===== config.mk =====
export PLATFORM = sky130hd
export DESIGN_NAME = midi_event_rx_flat
export DESIGN_NICKNAME = d
export VERILOG_FILES = /design/src/rtl/midi_event_rx_if.sv /design/src/rtl/midi_event_rx.sv /design/src/flat_wrapper.sv
export SDC_FILE = /design/constraint.sdc
export NUM_CORES = 1
export LEC_CHECK = 0
export BUFFER_PORTS_ARGS = -buffer_cell sky130_fd_sc_hd__buf_2
export CELL_PAD_IN_SITES_DETAIL_PLACEMENT = 1
export CELL_PAD_IN_SITES_GLOBAL_PLACEMENT = 2
export CORE_ASPECT_RATIO = 1.25
export CORE_UTILIZATION = 45
export CTS_CLUSTER_DIAMETER = 120
export CTS_CLUSTER_SIZE = 8
export DETAILED_ROUTE_END_ITERATION = 8
export HOLD_SLACK_MARGIN = 0.1
export MAX_ROUTING_LAYER = met4
export PLACE_DENSITY_LB_ADDON = 0.1
export SLEW_MARGIN = 20
export SYNTH_ARGS = -nofsm -noshare
export SYNTH_HDL_FRONTEND = slang
export SYNTH_SLANG_ARGS = --single-unit

===== constraint.sdc =====
create_clock -name clk -period 5.1 [get_ports clk]
set_clock_uncertainty 0.1 [all_clocks]
set_input_delay 0.255 -clock clk [delete_from_list [all_inputs] [get_ports clk]]
set_output_delay 0.255 -clock clk [all_outputs]
set_load 0.01 [all_outputs]

===== src/rtl/midi_event_rx_if.sv =====
// Note-event stream from the MIDI receiver FIFO to the voice allocator.
// The master presents the FIFO head; the slave pops it with ev_ready.
interface midi_event_rx_if;
  logic       ev_valid;
  logic       ev_ready;
  logic       ev_note_on;
  logic [3:0] ev_channel;
  logic [6:0] ev_note;
  logic [6:0] ev_velocity;

  modport master (output ev_valid, ev_note_on, ev_channel, ev_note, ev_velocity,
                  input  ev_ready);
  modport slave  (input  ev_valid, ev_note_on, ev_channel, ev_note, ev_velocity,
                  output ev_ready);
endinterface


===== src/rtl/midi_event_rx.sv =====
// Serial MIDI receiver: UART, Note On/Off parser with running status, and a
// first-word-fall-through FIFO of note events.
module midi_event_rx #(
  parameter int          CLOCK_FREQ   = 100_000_000,
  parameter int          BAUD_RATE    = 31250,
  parameter int          FIFO_DEPTH   = 8,
  parameter logic [15:0] CHANNEL_MASK = 16'hFFFF
) (
  input  logic                          clk,
  input  logic                          reset_n,
  input  logic                          uart_rx,
  midi_event_rx_if.master               ev,
  output logic [$clog2(FIFO_DEPTH):0]   fifo_count,
  output logic                          overflow,
  output logic                          framing_error,
  output logic [7:0]                    debug_uart_byte,
  output logic                          debug_uart_ready
);
  localparam int BIT_TICKS  = CLOCK_FREQ / BAUD_RATE;
  localparam int HALF_TICKS = BIT_TICKS / 2;
  localparam int CW         = $clog2(BIT_TICKS + 1);
  localparam int AW         = $clog2(FIFO_DEPTH);
  localparam int NW         = AW + 1;

  typedef struct packed {
    logic       on;
    logic [3:0] ch;
    logic [6:0] note;
    logic [6:0] vel;
  } note_ev_t;

  typedef enum logic [1:0] {RX_IDLE, RX_START, RX_DATA, RX_STOP} rx_st_t;
  typedef enum logic [1:0] {P_IDLE, P_DATA1, P_DATA2, P_SKIP} p_st_t;

  // ---------------- receiver ----------------
  rx_st_t          rx_st, rx_nxt;
  logic            rx_s1, rx_s2, rx_prev;
  logic [CW-1:0]   tick;
  logic [2:0]      bit_idx;
  logic [7:0]      shift;
  logic            bit_end, half_end;

  assign bit_end  = (tick == CW'(BIT_TICKS - 1));
  assign half_end = (tick == CW'(HALF_TICKS - 1));

  always_comb begin
    rx_nxt = rx_st;
    case (rx_st)
      RX_IDLE:  if (rx_prev && !rx_s2) rx_nxt = RX_START;
      RX_START: if (half_end) rx_nxt = rx_s2 ? RX_IDLE : RX_DATA;
      RX_DATA:  if (bit_end && bit_idx == 3'd7) rx_nxt = RX_STOP;
      RX_STOP:  if (bit_end) rx_nxt = RX_IDLE;
      default:  rx_nxt = RX_IDLE;
    endcase
  end

  // Sync flops reset to the idle-high level so reset release is not a start edge.
  always_ff @(posedge clk or negedge reset_n) begin
    if (!reset_n) begin
      rx_st <= RX_IDLE;
      rx_s1 <= 1'b1; rx_s2 <= 1'b1; rx_prev <= 1'b1;
      tick <= '0; bit_idx <= '0; shift <= '0;
      debug_uart_byte <= '0; debug_uart_ready <= 1'b0; framing_error <= 1'b0;
    end else begin
      rx_st <= rx_nxt;
      rx_s1 <= uart_rx; rx_s2 <= rx_s1; rx_prev <= rx_s2;
      debug_uart_ready <= 1'b0;
      framing_error    <= 1'b0;
      case (rx_st)
        RX_START: tick <= half_end ? '0 : tick + 1'b1;
        RX_DATA: begin
          if (bit_end) begin
            tick    <= '0;
            shift   <= {rx_s2, shift[7:1]};
            bit_idx <= bit_idx + 1'b1;
          end else tick <= tick + 1'b1;
        end
        RX_STOP: begin
          if (bit_end) begin
            tick <= '0;
            if (rx_s2) begin
              debug_uart_byte  <= shift;
              debug_uart_ready <= 1'b1;
            end else framing_error <= 1'b1;
          end else tick <= tick + 1'b1;
        end
        default: begin tick <= '0; bit_idx <= '0; end
      endcase
    end
  end

  // ---------------- parser ----------------
  p_st_t      p_st, p_nxt;
  logic       latch, emit, emit_q;
  logic       rs_on;
  logic [3:0] rs_ch;
  logic [6:0] note_q;
  note_ev_t   ev_q;
  logic [7:0] b;

  assign b = debug_uart_byte;

  always_comb begin
    p_nxt = p_st;
    latch = 1'b0;
    emit  = 1'b0;
    if (debug_uart_ready) begin
      if (b[7]) begin
        if (b[7:3] == 5'b11111) p_nxt = p_st;  // real-time: transparent
        else if (b[7:4] == 4'hF) p_nxt = P_IDLE;
        else if (b[6:5] == 2'b00 && CHANNEL_MASK[b[3:0]]) begin
          p_nxt = P_DATA1;
          latch = 1'b1;
        end else p_nxt = P_SKIP;
      end else begin
        case (p_st)
          P_DATA1: p_nxt = P_DATA2;
          P_DATA2: begin p_nxt = P_DATA1; emit = 1'b1; end
          default: p_nxt = p_st;
        endcase
      end
    end
  end

  always_ff @(posedge clk or negedge reset_n) begin
    if (!reset_n) begin
      p_st <= P_IDLE;
      rs_on <= 1'b0; rs_ch <= '0; note_q <= '0;
      emit_q <= 1'b0; ev_q <= '0;
    end else begin
      p_st   <= p_nxt;
      emit_q <= emit;
      if (latch) begin
        rs_on <= b[4];
        rs_ch <= b[3:0];
      end
      if (debug_uart_ready && !b[7] && p_st == P_DATA1) note_q <= b[6:0];
      // Note On with velocity 0 is reported as Note Off.
      if (emit) ev_q <= '{on: rs_on & (|b[6:0]), ch: rs_ch, note: note_q, vel: b[6:0]};
    end
  end

  // ---------------- event FIFO ----------------
  note_ev_t        mem [FIFO_DEPTH];
  note_ev_t        head;
  logic [AW-1:0]   wp, rp, rp_n;
  logic            pop, wr_en;

  assign pop   = ev.ev_valid & ev.ev_ready;
  assign wr_en = emit_q && (fifo_count < NW'(FIFO_DEPTH) || pop);
  assign rp_n  = pop ? rp + 1'b1 : rp;

  always_ff @(posedge clk) begin
    if (wr_en) mem[wp] <= ev_q;
  end

  // Head register looks ahead to the post-edge read pointer, bypassing the
  // incoming write when it becomes the head.
  always_ff @(posedge clk or negedge reset_n) begin
    if (!reset_n) begin
      wp <= '0; rp <= '0; fifo_count <= '0; overflow <= 1'b0; head <= '0;
    end else begin
      rp   <= rp_n;
      head <= (wr_en && wp == rp_n) ? ev_q : mem[rp_n];
      if (wr_en) wp <= wp + 1'b1;
      if (emit_q && !wr_en) overflow <= 1'b1;
      case ({wr_en, pop})
        2'b10:   fifo_count <= fifo_count + 1'b1;
        2'b01:   fifo_count <= fifo_count - 1'b1;
        default: fifo_count <= fifo_count;
      endcase
    end
  end

  assign ev.ev_valid    = (fifo_count != '0);
  assign ev.ev_note_on  = head.on;
  assign ev.ev_channel  = head.ch;
  assign ev.ev_note     = head.note;
  assign ev.ev_velocity = head.vel;
endmodule


===== src/flat_wrapper.sv =====
// flat-port wrapper written by rule: the top's interface ports become plain ports
module midi_event_rx_flat 
#(
  parameter int          CLOCK_FREQ   = 100_000_000,
  parameter int          BAUD_RATE    = 31250,
  parameter int          FIFO_DEPTH   = 8,
  parameter logic [15:0] CHANNEL_MASK = 16'hFFFF
)
  (clk, reset_n, uart_rx, fifo_count, overflow, framing_error, debug_uart_byte, debug_uart_ready, ev_ev_valid, ev_ev_note_on, ev_ev_channel, ev_ev_note, ev_ev_velocity, ev_ev_ready);
  midi_event_rx_if ev_i ();
  input  logic clk;
  input  logic reset_n;
  input  logic uart_rx;
  output logic [$clog2(FIFO_DEPTH):0] fifo_count;
  output logic overflow;
  output logic framing_error;
  output logic [7:0] debug_uart_byte;
  output logic debug_uart_ready;
  output wire logic [$bits(ev_i.ev_valid)-1:0] ev_ev_valid;
  output wire logic [$bits(ev_i.ev_note_on)-1:0] ev_ev_note_on;
  output wire logic [$bits(ev_i.ev_channel)-1:0] ev_ev_channel;
  output wire logic [$bits(ev_i.ev_note)-1:0] ev_ev_note;
  output wire logic [$bits(ev_i.ev_velocity)-1:0] ev_ev_velocity;
  input wire logic [$bits(ev_i.ev_ready)-1:0] ev_ev_ready;
  assign ev_ev_valid = ev_i.ev_valid;
  assign ev_ev_note_on = ev_i.ev_note_on;
  assign ev_ev_channel = ev_i.ev_channel;
  assign ev_ev_note = ev_i.ev_note;
  assign ev_ev_velocity = ev_i.ev_velocity;
  assign ev_i.ev_ready = ev_ev_ready;
  midi_event_rx #(.CLOCK_FREQ(CLOCK_FREQ), .BAUD_RATE(BAUD_RATE), .FIFO_DEPTH(FIFO_DEPTH), .CHANNEL_MASK(CHANNEL_MASK)) u_core (.clk(clk), .reset_n(reset_n), .uart_rx(uart_rx), .ev(ev_i), .fifo_count(fifo_count), .overflow(overflow), .framing_error(framing_error), .debug_uart_byte(debug_uart_byte), .debug_uart_ready(debug_uart_ready));
endmodule

==> impl_metrics.ini, run 1 <==
[routing]
wl_met3_um = 1180
first_iter_violations = 303
maxUsedRoutingLayer = met4
detail_route.wl_per_cell_um = 24.1
antenna_left = 0
routed_via_density = 5.78
met2RoutedLength_um = 15300
wl_met1_um = 11900
via_count = 6936
route.final.wire_length_um = 28900
first_pass_iters = 4
residual_drc_count = 0

[grt]
antenna_found_initial = 0
gr-usage-all-layers_pct = 23.9
gr-total-overflow = 0
number_of_global_route_vias_before_repair = 7701
first_pass_grt_wire_length_um = 44500
maximum_number_of_pins_on_one_net_before_global_route_repair = 56

[min_path]
min-delay-path-class = input pin to async pin

[setup_path]
critical_path_class = register to register
critPathLaunchType = register
timing.rr.start = u_core.fifo_count[1]
worst_setup_path_startpoint = u_core.fifo_count[1]
path_max_fanout = 33
crit-reg2reg-capture = u_core.ev.ev_velocity[6]
worstSetupEndpointType = register
worst_ep_arrival_time_ns = 3.98
r2r_cells = 9
timing.reg2reg.setup_slack_ns = 1.43
setup.worst_path.end = u_core.ev.ev_velocity[6]
worstPathRequired_ns = 5.42

[synthesis]
ys_warn_count = 0
yosys.cell_types.count = 50
syn_inst = 790
synth-xor-area-share_pct = 1.81
synth_nets = 804
synth.avg_cell_area_um2 = 14.4
synth_sequential_area_ratio_pct = 62.6
synth_ff_type = sky130_fd_sc_hd__edfxtp_1
yosys.area_share.adder_pct = 1.10
synth.mux.area_fraction_pct = 19.0
area_fraction_in_compound_gates_after_synthesis_pct = 5.92
ys_seq_elements = 254
synth_largest_area_cell = sky130_fd_sc_hd__edfxtp_1
count_of_flip_flops_with_a_built_in_enable_after_synthesis = 152
synth_async_sr_flop_share_pct = 40.2
synth_top_area_share_pct = 40.1
fraction_of_the_mapped_netlist_area_in_simple_logic_gates_pct = 6.91
synth.area.top_cells = sky130_fd_sc_hd__edfxtp_1 40%, sky130_fd_sc_hd__dfrtp_1 22%, sky130_fd_sc_hd__mux2i_1 8.0%
combinational_family_with_the_most_area_after_synthesis = multiplexers
area_of_the_mapped_netlist_um2 = 11400

[sta]
worst_pin_slew_ns = 1.07
hold_viol_final = 0
timing.fmax_mhz = 273
finalSetupViolCount = 0
layout_worst_path_cycle_share_pct = 71.9
timing.final.max_slew_violations = 0
setup_repair_after_global_routing_missed_its_margin = false
timing.final.crit_period_ns = 3.67
max_slew_margin_pct = 28.9
setup_slack_ns = 1.43
setup_tns_ns = 0

[place]
dpl.hpwl_um = 18000
place.gp.congestion = 0.755
portBuffers = 38
post-place-ws_ns = 1.41
dpl.cell_count = 1133

[outcome]
status = completed

[cts]
number_of_h_tree_levels = 2
clock_tree_from_tritoncts = yes
clk_pin_slew_worst_paths_ns = 0.05
numCtsBuffers = 37
root_buffer = sky130_fd_sc_hd__clkbuf_16
postCtsResizedCells = 0
hold_buffers = 3
numClockSinks = 254
cts.repair_timing.setup_buffer_count = 0
clock_tree_buf_depth = 3
clk_latency_ns = 0.51

[power_and_ir_drop]
powerDensity_nw_per_um2 = 350
ir_drop_uv = 242
power.leakage_nw = 6.13

[floorplanning]
initial_utilization_pct = 46.1
total_i_o_pin_count = 39
die_y_um = 180
die_x_um = 144
core.rowCount = 64
area_enclosed_by_the_die_boundary_um2 = 25900
core_area_um2 = 24700

[finish]
antenna_diode_count = 0
final_layout_size_suffix_gt1_share_pct = 21.7
fillers = 2459
flow.area_growth_from_synthesis_pct = 15.4
finalNonFillerCells = 1201
nets = 859

[flow_run]
max_cap_violations = 0
-- cell type report --
class                      count  area (µm²)  area share, %
clock buffer                  63        1050           8.04
clock inverter                 2        36.3          0.276
inverter                      30         113          0.858
multi-input combinational    459        4000           30.4
sequential                   254        7120           54.3
tap                          330         413           3.15
timing repair buffer          63         388           2.96
-- Yosys cell counts, types with 8 or more instances --
| cell | n |
|---|---|
| sky130_fd_sc_hd__edfxtp_1 | 152 |
| sky130_fd_sc_hd__mux2i_1 | 91 |
| sky130_fd_sc_hd__ha_1 | 10 |
| sky130_fd_sc_hd__nand2_1 | 42 |
| sky130_fd_sc_hd__nor3_1 | 9 |
| sky130_fd_sc_hd__mux2_2 | 35 |
| sky130_fd_sc_hd__nor4_1 | 22 |
| sky130_fd_sc_hd__dfrtp_1 | 99 |
| sky130_fd_sc_hd__and3_1 | 8 |
| sky130_fd_sc_hd__inv_1 | 29 |
| sky130_fd_sc_hd__mux4_2 | 38 |
| sky130_fd_sc_hd__o21ai_0 | 21 |
| sky130_fd_sc_hd__xnor2_1 | 11 |
| sky130_fd_sc_hd__a22oi_1 | 36 |
| sky130_fd_sc_hd__clkbuf_1 | 33 |
| sky130_fd_sc_hd__nor2_1 | 54 |
| sky130_fd_sc_hd__xor2_1 | 10 |
| sky130_fd_sc_hd__a31oi_1 | 20 |
-- worst min path at each step --
stage / end / startpoint / cells past startpoint
finish: u_core.fifo_count[3] / reset_n / 2
global route: u_core.rx_s2 / u_core.rx_s1 / 0
CTS: u_core.fifo_count[3] / reset_n / 2
detailed placement: u_core.rx_s2 / u_core.rx_s1 / 0
global placement: u_core.overflow / reset_n / 1
floorplan: async pin / reset_n / 0
-- flip-flops by register name, indices dropped and copies added, names as in the netlist, 4 cells and up, named ones only --
| register | cells |
|---|---|
| u_core.shift | 8 |
| u_core.note_q | 7 |
| u_core.ev.ev_note | 7 |
| u_core.debug_uart_byte | 8 |
| u_core.ev.ev_velocity | 7 |
| u_core.ev_q | 19 |
| u_core.tick | 12 |
| u_core.mem | 152 |
| u_core.rs_ch | 4 |
| u_core.ev.ev_channel | 4 |
| u_core.fifo_count | 4 |
-- critical path, cell delays in order (launching register included) --
cell and delay (ns):
sky130_fd_sc_hd__dfrtp_1 0.48, sky130_fd_sc_hd__o41ai_4 0.39, sky130_fd_sc_hd__buf_4 0.38, sky130_fd_sc_hd__inv_2 0.34
sky130_fd_sc_hd__a21boi_1 0.23, sky130_fd_sc_hd__buf_4 0.27, sky130_fd_sc_hd__or2_0 0.71, sky130_fd_sc_hd__buf_4 0.37
sky130_fd_sc_hd__a31oi_1 0.11, sky130_fd_sc_hd__mux2i_1 0.17
-- placed cells by master (no fill, tap or decap), drive strengths merged, types with 2 or more instances in the layout --
master,synthesis,layout
a31oi,20,20
nor3,9,9
ha,10,10
inv,30,31
or4,2,2
xor2,10,10
mux4,38,38
a22oi,36,36
a21oi,7,7
nand2b,2,2
mux2,35,35
and2,3,3
o41ai,2,2
nand3,7,7
o21ai,21,21
o22ai,2,2
and4,2,2
nand2,42,42
nor2b,2,2
dfrtp,99,99
a21o,2,2
buf,14,60
clkbuf,33,63
xnor2,11,11
and3,8,8
mux2i,91,91
edfxtp,152,152
nor4,22,22
dlygate4sd3,0,3
dfstp,3,3
o2111ai,2,2
nor3b,5,5
nor2,54,54
a22o,2,2
-- layer usage --
layer / GRT usage, % / vias to the layer above
met1: 29.2 / 3638
met3: 3.33 / 46
met5: - / -
met4: 6.19 / 0
met2: 41.4 / 139
li1: - / 3113
-- through the flow --
step | area (µm²) | power (W) | hold slack (ns) | util (%)
after floorplan | 11400 | 0.00231 | -0.141 | -
after global placement | 12000 | 0.00235 | 0.239 | 48.7
after detailed placement | 12000 | 0.00236 | 0.251 | 48.7
after CTS | 13100 | 0.00466 | 0.262 | 53.2
after global routing | 13100 | 0.00475 | 0.261 | 53.2
final | 13100 | 0.00460 | 0.242 | 53.2
-- cell families after synthesis --
group | count (synthesis)
flops | 254
compound gates | 99
simple gates | 164
buf+inv | 77
mux | 164
xor+xnor | 22
fa+ha+maj | 10
-- power breakdown --
part           leakage, nW  internal (W)  switching, W
Combinational         2.44     0.0000322     0.0000652
Clock                0.520       0.00140      0.000876
Sequential            3.17       0.00219     0.0000323
Power figures use the tool's default switching activity.
==> run 2, diff against run 1 <==
- ABC_AREA: default -> 1
- CORE_UTILIZATION: 45 -> 37
- clock period: 5.1 -> 3.2 ns (I/O delays scaled with it)
==> run 2 against run 1 <==
Sequential cell count did not move. Setup slack got worse by 0.78 ns. Power up 59%. Highest routed layer unchanged. Cell count increased by 29%. Non-clock buffer count grew 4. Routed wire length is 2.5% higher. First-iteration DRC count rose by 2.0%. Worst hold slack got worse by 0.12 ns. Cell area shrank 2.4%.
==> impl_metrics.ini, run 2 <==
[outcome]
status = completed

[synthesis]
ys_warn_count = 0
yosys.cell_types.count = 39
ys_seq_elements = 254
syn_inst = 1074
synth_top_area_share_pct = 41.3
synth_async_sr_flop_share_pct = 40.2
area_of_the_mapped_netlist_um2 = 11100
synth.avg_cell_area_um2 = 10.3
synth_sequential_area_ratio_pct = 64.4
synth.cells.most_frequent = 244 x sky130_fd_sc_hd__nand3_1, 176 x sky130_fd_sc_hd__nand2_1, 171 x sky130_fd_sc_hd__inv_1
synth_nets = 1088
synth.area.top_cells = sky130_fd_sc_hd__edfxtp_1 41%, sky130_fd_sc_hd__dfrtp_1 22%, sky130_fd_sc_hd__nand3_1 11%
count_of_flip_flops_with_a_built_in_enable_after_synthesis = 152
synth_ff_type = sky130_fd_sc_hd__edfxtp_1
synth_largest_area_cell = sky130_fd_sc_hd__edfxtp_1
post-synth-top-count-cell = sky130_fd_sc_hd__nand3_1

[sta]
timing.fmax_mhz = 392
max_slew_margin_pct = 37.5
timing.final.crit_period_ns = 2.55
hold_viol_final = 0
finalSetupViolCount = 0
worst_pin_slew_ns = 0.937
layout_worst_path_cycle_share_pct = 79.7
setup_tns_ns = 0
setup_repair_after_global_routing_missed_its_margin = false
timing.final.max_slew_violations = 0

[setup_path]
timing.rr.start = u_core.fifo_count[3]
r2r_cells = 7
worstSetupEndpointType = register
path_max_fanout = 12
worst_setup_path_startpoint = u_core.fifo_count[3]
critical_path_class = register to register
timing.reg2reg.setup_slack_ns = 0.65
setup.worst_path.end = u_core.mem[3][1]
worst_ep_arrival_time_ns = 2.64
critPathLaunchType = register
worstPathRequired_ns = 3.29
crit-reg2reg-capture = u_core.mem[3][1]

[cts]
numClockSinks = 254
clk_pin_slew_worst_paths_ns = 0.05
number_of_h_tree_levels = 2
clk_latency_ns = 0.52
clock_tree_buf_depth = 3
root_buffer = sky130_fd_sc_hd__clkbuf_16
numCtsBuffers = 37
clock_tree_from_tritoncts = yes

[floorplanning]
area_enclosed_by_the_die_boundary_um2 = 30600
core_area_um2 = 29300
total_i_o_pin_count = 39
core.rowCount = 70
initial_utilization_pct = 37.7
die_x_um = 157
die_y_um = 195

[routing]
first_iter_violations = 309
detail_route.wl_per_cell_um = 19.1
via_count = 7710
antenna_left = 0
routed_via_density = 4.98
first_pass_iters = 4
route.final.wire_length_um = 29600
residual_drc_count = 0

[finish]
layout_common_cells = 242 x sky130_fd_sc_hd__nand3_1, 176 x sky130_fd_sc_hd__nand2_1, 171 x sky130_fd_sc_hd__inv_1
flow.area_growth_from_synthesis_pct = 15.9
multiInputGateArea_um2 = 3040
register_area_um2 = 7120
fillers = 3259
largest_registers = u_core.mem x152, u_core.ev_q x19, u_core.tick x12
nets = 1141
most_flops_register = u_core.mem
final_layout_size_suffix_gt1_share_pct = 11.9
largest_register_ff_count = 152
mostFrequentLayoutCell = sky130_fd_sc_hd__nand3_1
antenna_diode_count = 0

[grt]
gr-usage-all-layers_pct = 21.0
gr-total-overflow = 0
maximum_number_of_pins_on_one_net_before_global_route_repair = 75
antenna_found_initial = 1
number_of_global_route_vias_before_repair = 8254
first_pass_grt_wire_length_um = 47000

[place]
dpl.hpwl_um = 18700
place.gp.congestion = 0.781
portBuffers = 38

[power_and_ir_drop]
power.share.switching_pct = 21.9
power.leakage_nw = 5.60
part_of_the_total_power_dissipated_in_combinational_logic_pct = 2.7
power.share.clock_pct = 49.4
ir_drop_uv = 381
seqPwrFrac_pct = 47.9
power.net_switching_w = 0.00161
internal_power_w = 0.00573
power_w = 0.00733
powerDensity_nw_per_um2 = 572

[min_path]
min-delay-path-class = input pin to async pin

[flow_run]
max_cap_violations = 0
[run 2: per-layer routing]
metal,up-vias,global-route usage [%],part of all wire [%]
met5,-,-,0
met4,0,5.63,2.0
met3,40,2.86,2.9
met2,111,36.8,52
met1,3855,25.0,43
li1,3704,-,-
[run 2: cell type report]
class / count / area share (%)
Clock inverter: 3 / 0.293
Tap cell: 396 / 3.87
Multi-Input combinational cell: 593 / 23.7
Inverter: 174 / 5.10
Timing Repair Buffer: 67 / 3.36
Sequential cell: 254 / 55.6
Clock buffer: 62 / 8.04
[run 2: cells by family (layout without fill, tap and decap cells)]
| family | count (synthesis) | after routing | share of synthesized area, % |
|---|---|---|---|
| buffers and inverters | 227 | 306 | 8.44 |
| adder cells (fa/ha/maj) | 10 | 10 | 1.13 |
| flip-flops | 254 | 254 | 64.4 |
| multiplexers | 1 | 1 | 0.102 |
| AND/OR/NAND/NOR | 511 | 511 | 22.1 |
| XOR/XNOR | 10 | 10 | 0.792 |
| AO/OA/AOI/OAI | 61 | 61 | 3.06 |
[run 2: through the flow]
| step | hold WS [ns] | worst slack [ns] | cell area (µm²) | util [%] | instances |
|---|---|---|---|---|---|
| global placement | 0.147 | 0.631 | 11700 | 39.9 | 1481 |
| global route | 0.192 | 0.436 | 12800 | 43.7 | 1549 |
| finish | 0.117 | 0.651 | 12800 | 43.7 | 1549 |
| CTS | 0.133 | 0.572 | 12800 | 43.7 | 1549 |
| detailed placement | 0.143 | 0.600 | 11700 | 39.9 | 1481 |
| floorplan | -0.236 | 0.557 | 11100 | - | 1074 |
[run 2: power by group through the flow]
| stage | logic (W) | clock network [W] | registers, W |
|---|---|---|---|
| 2_1_floorplan | 0.000131 | 0 | 0.00356 |
| 3_3_place_gp | 0.000201 | 0 | 0.00357 |
| 3_5_place_dp | 0.000206 | 0 | 0.00357 |
| 4_1_cts | 0.000209 | 0.00371 | 0.00351 |
| 5_1_grt | 0.000234 | 0.00382 | 0.00351 |
| 6_report | 0.000200 | 0.00362 | 0.00351 |
[run 2: worst min path at each step]
stage | startpoint | end | slack, ns | depth (start not counted)
finish | reset_n | u_core.fifo_count[0] | 0.12 | 2
global route | reset_n | u_core.fifo_count[0] | 0.19 | 2
CTS | reset_n | u_core.fifo_count[0] | 0.13 | 2
detailed placement | reset_n | u_core.fifo_count[0] | 0.14 | 1
global placement | reset_n | u_core.fifo_count[0] | 0.15 | 1
floorplan | reset_n | async pin | -0.24 | 0
[run 2: worst max-delay path, stage by stage (launching register included)]
cell                       delay [ns]
sky130_fd_sc_hd__dfrtp_1         0.44
sky130_fd_sc_hd__nor2_2          0.08
sky130_fd_sc_hd__nand2_4         0.11
sky130_fd_sc_hd__nand2_4         0.10
sky130_fd_sc_hd__a21boi_2        0.29
sky130_fd_sc_hd__nand2_1         0.24
sky130_fd_sc_hd__nor2_2          0.50
sky130_fd_sc_hd__buf_4           0.34
[run 2: timing repair]
item                      in CTS  in global routing
buffers inserted               0                  0
hold buffers                   3                  0
resized for setup              0                  0
hold endpoints to repair      71                  0
==> run 3, diff against run 2 <==
- clock period: 3.2 -> 2.2 ns (I/O delays scaled with it)
==> run 3 against run 2 <==
Cell count grew 1.7%. Die area unchanged. Maximum frequency grew 24%. Routed wire length is 1.9% higher. Combinational power rose by 59%. Critical endpoint is now u_core.fifo_count[2].
==> impl_metrics.ini, run 3 (synthesis gave the netlist of run 2 again) <==
[outcome]
status = completed

[grt]
gr-total-overflow = 0
antenna_found_initial = 0
grt_use_met1_pct = 27.3
groute.layer.met3.usage_pct = 2.77
number_of_global_route_vias_before_repair = 8266
gr-max-usage-layer = met2
globalRouteMet2Util_pct = 36.3
first_pass_grt_wire_length_um = 48100
gr-usage-all-layers_pct = 21.5
maximum_number_of_pins_on_one_net_before_global_route_repair = 53

[cts]
clk_latency_ns = 0.51
clock_tree_from_tritoncts = yes
numClockSinks = 254
numCtsBuffers = 37
root_buffer = sky130_fd_sc_hd__clkbuf_16
clock_tree_buf_depth = 3
clk_pin_slew_worst_paths_ns = 0.05
number_of_h_tree_levels = 2

[sta]
finalSetupViolCount = 0
hold_ws_ns = 0.143
timing.final.crit_period_ns = 2.05
worst_pin_slew_ns = 0.462
layout_worst_path_cycle_share_pct = 93.2
timing.fmax_mhz = 488
hold_viol_final = 0
setup_repair_after_global_routing_missed_its_margin = false
setup_tns_ns = 0
max_slew_margin_pct = 69.1
timing.final.max_slew_violations = 0

[finish]
layout_common_cells = 242 x sky130_fd_sc_hd__nand3_1, 176 x sky130_fd_sc_hd__nand2_1, 170 x sky130_fd_sc_hd__inv_1
nets = 1169
flow.area_growth_from_synthesis_pct = 20.0
largest_registers = u_core.mem x152, u_core.ev_q x19, u_core.tick x12
largest_register_ff_count = 152
mostFrequentLayoutCell = sky130_fd_sc_hd__nand3_1
finish.instance_area_um2 = 13300
antenna_diode_count = 0
most_flops_register = u_core.mem
final_layout_size_suffix_gt1_share_pct = 14.2
fin_util_pct = 45.2
fillers = 3259

[setup_path]
critPathSlowestCell = sky130_fd_sc_hd__dfrtp_2
r2r_cells = 13
worstSetupEndpointType = register
critical_path.n_buffers_inverters = 2
worst_path_largest_cell_delay_ns = 0.40
critical_path_depth = 13
critical-path-top-delay-family = simple AND/OR/NAND/NOR gates
path_max_fanout = 9
timing.critical_path.mode_cell = sky130_fd_sc_hd__nor2_2
cp_cell_sequence = nor2_2 > nand2_4 > nand2_8 > a21boi_2 > inv_2 > ha_2 > nand2_1 > inv_1 > nor2_2 > ha_1 > a21oi_1 > xnor2_1 > o21ai_0
critPathLaunchType = register
worstPathRequired_ns = 2.48
critical_path_class = register to register
worst_ep_arrival_time_ns = 2.33

[floorplanning]
total_i_o_pin_count = 39
core.rowCount = 70
core_area_um2 = 29300
initial_utilization_pct = 37.7
area_enclosed_by_the_die_boundary_um2 = 30600
die_y_um = 195
die_x_um = 157

[routing]
first_iter_violations = 336
antenna_left = 0
detail_route.wl_per_cell_um = 19.2
routed_via_density = 4.98
first_pass_iters = 4
route.final.wire_length_um = 30200
via_count = 7843
residual_drc_count = 0

[flow_run]
max_cap_violations = 0

[power_and_ir_drop]
power_w = 0.0107
power.leakage_nw = 5.81
powerDensity_nw_per_um2 = 808
ir_drop_uv = 465

[place]
post_dp_cell_area_um2 = 12100
place.gp.congestion = 0.724
portBuffers = 38
dpl.hpwl_um = 18400

[min_path]
whs_path_depth = 2
min-delay-path-class = input pin to register
-- run 3: changes by cell type in the layout (fill, tap and decap cells not counted), moves of 2 or more --
cell                        change
sky130_fd_sc_hd__buf_12        +17
sky130_fd_sc_hd__buf_4         +10
sky130_fd_sc_hd__clkbuf_1       -2
sky130_fd_sc_hd__clkbuf_16      +2
-- run 3: metal layers --
layer / wire, µm / vias to the layer above / share of wire [%]
met1: 13400 / 3908 / 44
met3: 1030 / 35 / 3.4
met2: 15300 / 134 / 51
met4: 469 / 0 / 1.6
met5: 0 / - / 0
li1: - / 3766 / -
-- run 3: area by class of cell --
class | instances | area (µm²) | area share, %
repair buffers | 95 | 856 | 6.45
well taps | 396 | 495 | 3.73
clock buffers | 62 | 1070 | 8.08
flip-flops and latches | 254 | 7120 | 53.7
clock inverters | 1 | 8.76 | 0.0660
inverters | 174 | 653 | 4.92
multi-input cells | 593 | 3060 | 23.1
-- run 3: final timing paths --
check                      slack [ns]            startpoint                   end
hold / removal                   0.14               uart_rx          u_core.rx_s1
setup / recovery                 0.15  u_core.fifo_count[3]  u_core.fifo_count[2]
min in group asynchronous        0.48               reset_n  u_core.ev.ev_note[2]
hold reg to reg                  0.25          u_core.rx_s1          u_core.rx_s2
setup reg to reg                 0.15  u_core.fifo_count[3]  u_core.fifo_count[2]
max in group asynchronous        0.98               reset_n          u_core.rx_s1
-- run 3: metrics by stage --
step / setup slack (ns) / std cells
2_1_floorplan: -0.169 / 1074
3_3_place_gp: 0.0870 / 1507
3_5_place_dp: 0.0318 / 1507
4_1_cts: 0.0218 / 1575
5_1_grt: 0.00377 / 1575
6_report: 0.149 / 1575
-- run 3: what timing repair did --
| item | CTS | global route |
|---|---|---|
| hold buffers | 5 | 0 |
| endpoints found under the setup margin | 0 | 3 |
| setup buffers | 0 | 0 |
| gates resized for setup | 0 | 5 |
| endpoints found under the hold margin | 101 | 0 |
-- run 3: power by group --
group / leakage, nW / internal, W / total (W) / switching (W)
clock: 0.518 / 0.00329 / 0.00529 / 0.00201
combinational: 2.13 / 0.0000982 / 0.000317 / 0.000219
sequential: 3.16 / 0.00507 / 0.00511 / 0.0000394
total: 5.81 / 0.00845 / 0.0107 / 0.00227
